==> config.mk <==
export PLATFORM = sky130hd
export DESIGN_NAME = param_sync_ram_flat
export DESIGN_NICKNAME = d
export VERILOG_FILES = /design/src/rtl/param_sync_ram_pkg.sv /design/src/rtl/param_sync_ram_if.sv /design/src/rtl/param_sync_ram_array.sv /design/src/rtl/param_sync_ram.sv /design/src/flat_wrapper.sv
export SDC_FILE = /design/constraint.sdc
export NUM_CORES = 2
export LEC_CHECK = 0
export BUFFER_PORTS_ARGS = -buffer_cell sky130_fd_sc_hd__buf_2
export CELL_PAD_IN_SITES_DETAIL_PLACEMENT = 1
export CELL_PAD_IN_SITES_GLOBAL_PLACEMENT = 1
export CORE_MARGIN = 1
export CORE_UTILIZATION = 50
export DETAILED_ROUTE_END_ITERATION = 6
export PLACE_DENSITY = 0.71
export SLEW_MARGIN = 30
export SYNTH_ARGS = -nofsm -noshare
export SYNTH_HDL_FRONTEND = slang
export SYNTH_SLANG_ARGS = --single-unit
==> constraint.sdc <==
create_clock -name clk -period 12.6 [get_ports clk]
set_clock_uncertainty 0.15 [all_clocks]
set_input_delay 0.63 -clock clk [delete_from_list [all_inputs] [get_ports clk]]
set_output_delay 0.63 -clock clk [all_outputs]
set_load 0.02 [all_outputs]
==> src/rtl/param_sync_ram_pkg.sv <==
// Shared types and constants for the parametrised synchronous RAM.
// Holds the controller state encoding and the read/write strobe values.
package ram_pkg;

    typedef enum logic [1:0] {
        INIT = 2'd0,
        IDLE = 2'd1,
        CLR  = 2'd2
    } state_t;

    localparam logic RD = 1'b1;
    localparam logic WR = 1'b0;

    // Width of the clear counter; never narrower than one bit.
    function automatic int cnt_w(input int depth);
        return (depth > 1) ? $clog2(depth) : 1;
    endfunction

endpackage

==> src/rtl/param_sync_ram_if.sv <==
// Access bus between a CPU-style master and the synchronous RAM.
// The master issues en/rw requests; the RAM answers with ready and read data.
interface param_sync_ram_if #(
    parameter int DATA_W = 8,
    parameter int ADDR_W = 8
);
    logic              en;
    logic              rw;
    logic [ADDR_W-1:0] address;
    logic [DATA_W-1:0] in;
    logic              clr_req;
    logic              ready;
    logic [DATA_W-1:0] out;
    logic              rd_valid;
    logic              oob;
    logic              busy;

    modport master (
        output en, rw, address, in, clr_req,
        input  ready, out, rd_valid, oob, busy
    );

    modport slave (
        input  en, rw, address, in, clr_req,
        output ready, out, rd_valid, oob, busy
    );
endinterface

==> src/rtl/param_sync_ram_array.sv <==
// DEPTH x DATA_W storage with one write port and one registered read port.
// Holds no reset; contents are initialised by the controller's clear sweep.
module ram_array #(
    parameter int DATA_W = 8,
    parameter int DEPTH  = 256,
    parameter int AW     = 8
) (
    input  logic              clk,
    input  logic              we,
    input  logic [AW-1:0]     waddr,
    input  logic [DATA_W-1:0] wdata,
    input  logic              re,
    input  logic [AW-1:0]     raddr,
    output logic [DATA_W-1:0] rdata
);

    logic [DATA_W-1:0] mem [DEPTH];

    always_ff @(posedge clk) begin
        if (we)
            mem[waddr] <= wdata;
        if (re)
            rdata <= mem[raddr];
    end

endmodule

==> src/rtl/param_sync_ram.sv <==
// Single-port synchronous RAM with registered reads and a hardware clear engine.
// The controller sweeps zeros through the array after reset and on clr_req.
module param_sync_ram
    import ram_pkg::*;
#(
    parameter int DATA_W = 8,
    parameter int ADDR_W = 8,
    parameter int DEPTH  = 1 << ADDR_W
) (
    input logic             clk,
    input logic             rst_n,
    param_sync_ram_if.slave bus
);

    localparam int              CW    = cnt_w(DEPTH);
    localparam logic [ADDR_W:0] LIMIT = (ADDR_W + 1)'(DEPTH);
    localparam logic [CW-1:0]   LAST  = CW'(DEPTH - 1);

    state_t            state;
    logic [CW-1:0]     clr_cnt;
    logic              rd_valid_q;
    logic              oob_q;
    logic              zero_q;
    logic              sweep;
    logic              accept;
    logic              in_range;
    logic              is_rd;
    logic              we;
    logic              re;
    logic [CW-1:0]     waddr;
    logic [DATA_W-1:0] wdata;
    logic [DATA_W-1:0] rdata;

    assign sweep    = (state != IDLE);
    assign accept   = bus.en & (state == IDLE);
    assign in_range = ({1'b0, bus.address} < LIMIT);
    assign is_rd    = (bus.rw == RD);

    // The sweep owns the write port whenever the controller is not idle.
    assign we    = sweep | (accept & ~is_rd & in_range);
    assign waddr = sweep ? clr_cnt : bus.address[CW-1:0];
    assign wdata = sweep ? '0 : bus.in;
    assign re    = accept & is_rd & in_range;

    ram_array #(
        .DATA_W (DATA_W),
        .DEPTH  (DEPTH),
        .AW     (CW)
    ) u_array (
        .clk   (clk),
        .we    (we),
        .waddr (waddr),
        .wdata (wdata),
        .re    (re),
        .raddr (bus.address[CW-1:0]),
        .rdata (rdata)
    );

    always_ff @(posedge clk or negedge rst_n) begin
        if (!rst_n) begin
            state      <= INIT;
            clr_cnt    <= '0;
            rd_valid_q <= 1'b0;
            oob_q      <= 1'b0;
            zero_q     <= 1'b1;
        end else begin
            rd_valid_q <= accept & is_rd;
            oob_q      <= accept & ~in_range;
            // zero_q masks the array output after reset and for out-of-range reads.
            if (accept & is_rd)
                zero_q <= ~in_range;
            unique case (state)
                INIT, CLR: begin
                    if (clr_cnt == LAST) begin
                        state   <= IDLE;
                        clr_cnt <= '0;
                    end else begin
                        clr_cnt <= clr_cnt + 1'b1;
                    end
                end
                IDLE: begin
                    if (bus.clr_req)
                        state <= CLR;
                end
                default: begin
                    state   <= INIT;
                    clr_cnt <= '0;
                end
            endcase
        end
    end

    assign bus.ready    = (state == IDLE);
    assign bus.busy     = sweep;
    assign bus.out      = zero_q ? '0 : rdata;
    assign bus.rd_valid = rd_valid_q;
    assign bus.oob      = oob_q;

endmodule

==> src/flat_wrapper.sv <==
// flat-port wrapper written by rule: the top's interface ports become plain ports
module param_sync_ram_flat import ram_pkg::*;
#(
    parameter int DATA_W = 8,
    parameter int ADDR_W = 8,
    parameter int DEPTH  = 1 << ADDR_W
)
  (clk, rst_n, bus_en, bus_rw, bus_address, bus_in, bus_clr_req, bus_ready, bus_out, bus_rd_valid, bus_oob, bus_busy);
  param_sync_ram_if #(.DATA_W(DATA_W), .ADDR_W(ADDR_W)) bus_i ();
  input logic clk;
  input logic rst_n;
  input wire logic [$bits(bus_i.en)-1:0] bus_en;
  input wire logic [$bits(bus_i.rw)-1:0] bus_rw;
  input wire logic [$bits(bus_i.address)-1:0] bus_address;
  input wire logic [$bits(bus_i.in)-1:0] bus_in;
  input wire logic [$bits(bus_i.clr_req)-1:0] bus_clr_req;
  output wire logic [$bits(bus_i.ready)-1:0] bus_ready;
  output wire logic [$bits(bus_i.out)-1:0] bus_out;
  output wire logic [$bits(bus_i.rd_valid)-1:0] bus_rd_valid;
  output wire logic [$bits(bus_i.oob)-1:0] bus_oob;
  output wire logic [$bits(bus_i.busy)-1:0] bus_busy;
  assign bus_i.en = bus_en;
  assign bus_i.rw = bus_rw;
  assign bus_i.address = bus_address;
  assign bus_i.in = bus_in;
  assign bus_i.clr_req = bus_clr_req;
  assign bus_ready = bus_i.ready;
  assign bus_out = bus_i.out;
  assign bus_rd_valid = bus_i.rd_valid;
  assign bus_oob = bus_i.oob;
  assign bus_busy = bus_i.busy;
  param_sync_ram #(.DATA_W(DATA_W), .ADDR_W(ADDR_W), .DEPTH(DEPTH)) u_core (.clk(clk), .rst_n(rst_n), .bus(bus_i));
endmodule
==> impl_metrics.env <==
export IMPL_status="finished, final reports clean"
export IMPL_synth_distinct_cells=64
export IMPL_setup_viol=0
export IMPL_crit_arrival_ns=5.50
export IMPL_h_tree_depth=4
export IMPL_critPathLaunchType="input port"
export IMPL_clkSlewWorstSetupHoldPaths_ns=0.07
export IMPL_finalMaxSlewViolations=0
export IMPL_cp_required_ns=13.00
export IMPL_yosysSeqAreaShare_pct=77.1
export IMPL_cts_tree="done"
export IMPL_min_period_ns=5.10
export IMPL_synth_enable_flop_cells=2056
export IMPL_synth_net_count=3905
export IMPL_power_leakage_uw=0.0226
export IMPL_std_cell_rows=146
export IMPL_track_usage_pct=26.2
export IMPL_wl_per_cell_um=33.7
export IMPL_cts_buffers=200
export IMPL_ys_warn_count=0
export IMPL_final_cell_mix="edfxtp_1, mux4_2, nor2_1"
export IMPL_setup_slack_ns=7.50
export IMPL_synth_top_area_share_pct=76.7
export IMPL_pin_count=33
export IMPL_drt_wl_total_um=212000
export IMPL_detail_route_antenna_nets=0
export IMPL_clkLatencyLatePin_ns=0.84
export IMPL_die_y_um=403
export IMPL_ys_ff_latch=2068
export IMPL_drive_gt1_share_pct=21.9
export IMPL_clock_fmax_mhz=196
export IMPL_mostFrequentLayoutCell="edfxtp_1"
export IMPL_cts_resized_gates=0
export IMPL_yosys_area_top_type="edfxtp_1"
export IMPL_grt_pass1_wl_um=304000
export IMPL_synthFlopType="edfxtp_1"
export IMPL_endpoint_kind="register"
export IMPL_via_per_inst=6.40
export IMPL_power_density_mw_per_mm2=153
export IMPL_drtIter0Drc=4739
export IMPL_drcViolationCount=0
export IMPL_post_route_period_util_pct=40.5
export IMPL_cts_sinks=2068
export IMPL_fin_setup_tns_ns=0
export IMPL_dp_slack_ns=6.69
export IMPL_criticalPathCategory="input port to register"
export IMPL_grt_pass1_vias=41700
export IMPL_num_nets_final=3997
export IMPL_syn_inst=3883
export IMPL_place_congestion=0.828
export IMPL_num_vias=40300
export IMPL_clockRootBuffer="clkbuf_16"
export IMPL_async_reset_ff_share_pct=0.580
export IMPL_dp_hpwl_um=129000
export IMPL_worst_pin_slew_ns=1.12
export IMPL_synth_area_per_cell_sq_um=20.7
export IMPL_slew_headroom_pct=24.4
export IMPL_hold_viol_final=0
export IMPL_die_area_sq_mm=0.163
export IMPL_rsz0062_at_grt="no"
export IMPL_io_buffers=31
export IMPL_grt_antenna_before_repair=9
export IMPL_initial_core_util_pct=50.6
export IMPL_grt_max_degree=106
export IMPL_dieWidth_um=403
export IMPL_drtPass1Iterations=5
export IMPL_syn_to_final_growth_pct=11.0
export IMPL_overflow=0
export IMPL_hold_path_class="input port to async pin"
export IMPL_coreArea_sq_mm=0.159
export IMPL_crit_fanout=55
export IMPL_clock_path_buffers=3
export IMPL_drv_cap=0
export IMPL_syn_area_sq_mm=0.0805
export IMPL_synth_area_top_cells="edfxtp_1, mux4_2, mux2i_1"
export IMPL_worst_ir_drop_vdd_uv=136
## final timing paths
kind | from | endpoint | slack [ns] | depth (start not counted)
worst max-delay path | bus_address[1] | u_core.u_array.rdata[6] | 7.50 | 10
worst min-delay path | rst_n | u_core.bus.rd_valid | 0.11 | 2
worst max register to register | u_core.state[0] | u_core.u_array.mem[65][1] | 7.77 | 7
worst min register to register | u_core.state[1] | u_core.state[1] | 0.39 | 2
max in group asynchronous | rst_n | u_core.state[0] | 11.82 | 2
min in group clk | bus_in[2] | u_core.u_array.mem[53][2] | 0.22 | 2
## Yosys cell counts (33+ instances only)
cell / n
a21oi_1: 108
a22oi_1: 169
buf_2: 45
buf_4: 54
clkbuf_1: 92
edfxtp_1: 2056
mux2i_1: 158
mux4_2: 432
nand2_1: 88
nand3_1: 40
nor2_1: 274
o221ai_1: 33
## cells by family (layout without fill, tap and decap cells)
| group | Yosys count | count (layout) | synth area share (%) |
|---|---|---|---|
| AOI/OAI and AO/OA | 429 | 429 | 3.67 |
| xor gates and xnor gates | 4 | 4 | 0.0435 |
| DFF | 2068 | 2068 | 77.1 |
| other | 1 | 4 | 0.00466 |
| and+or+nand+nor | 534 | 534 | 2.96 |
| muxes | 603 | 603 | 14.3 |
| buffers and inverters | 243 | 501 | 1.90 |
| adders and majority gates | 1 | 1 | 0.0155 |
## metrics by stage
step,area (sq um),cells,util (%),power (uW),hold slack [ns]
floorplan,80500,3883,-,7840,0.184
detailed placement,82700,5911,52.0,7960,0.376
global route,89300,6287,56.1,14000,0.114
finish,89300,6290,56.2,13700,0.113
global placement,82600,5909,51.9,7960,0.371
CTS,89100,6281,56.0,13800,0.0733
## sequential cells by signal, indices dropped and copies added (netlist names)
name / count
u_core.u_array.mem: 2048
u_core.clr_cnt: 8
u_core.u_array.rdata: 8
u_core.state: 2
u_core.bus.rd_valid: 1
u_core.zero_q: 1
## worst max-delay path, stage by stage
cell     delay, ns
buf_8         0.39
buf_4         0.74
buf_4         0.68
buf_4         0.59
mux4_2        0.58
mux2i_1       0.18
nor2_1        0.07
or4_1         0.53
nor3_1        0.80
nor4_1        0.11
## metal layers
metal / part of all wire, % / global-route usage [%] / vias to the layer above
li1: - / - / 16400
met1: 40 / 36.6 / 21700
met4: 2.9 / 7.74 / 10
met2: 49 / 42.5 / 1840
met3: 8.0 / 4.94 / 347
met5: 0.032 / 0 / -
## final cells by class
cell class / instances / area (sq um)
fillers: 13500 / 69800
flip-flops and latches: 2068 / 62000
multi-input cells: 1572 / 17100
clock buffers: 235 / 5220
well taps: 2146 / 2690
clock inverters: 133 / 1160
repair buffers: 127 / 1120
inverters: 6 / 22.5
diodes: 3 / 7.51
## power by group
group | internal, uW | switching (uW) | leakage (uW)
logic | 120 | 251 | 0.00515
registers | 7450 | 0 | 0.0144
clock network | 3290 | 2600 | 0.00313
## repair_timing
item	in CTS	in global routing
hold buffers	2	0
setup endpoints to repair	0	0
setup buffers	0	0
hold endpoints to repair	14	0
(Power assumes the default switching activity.)
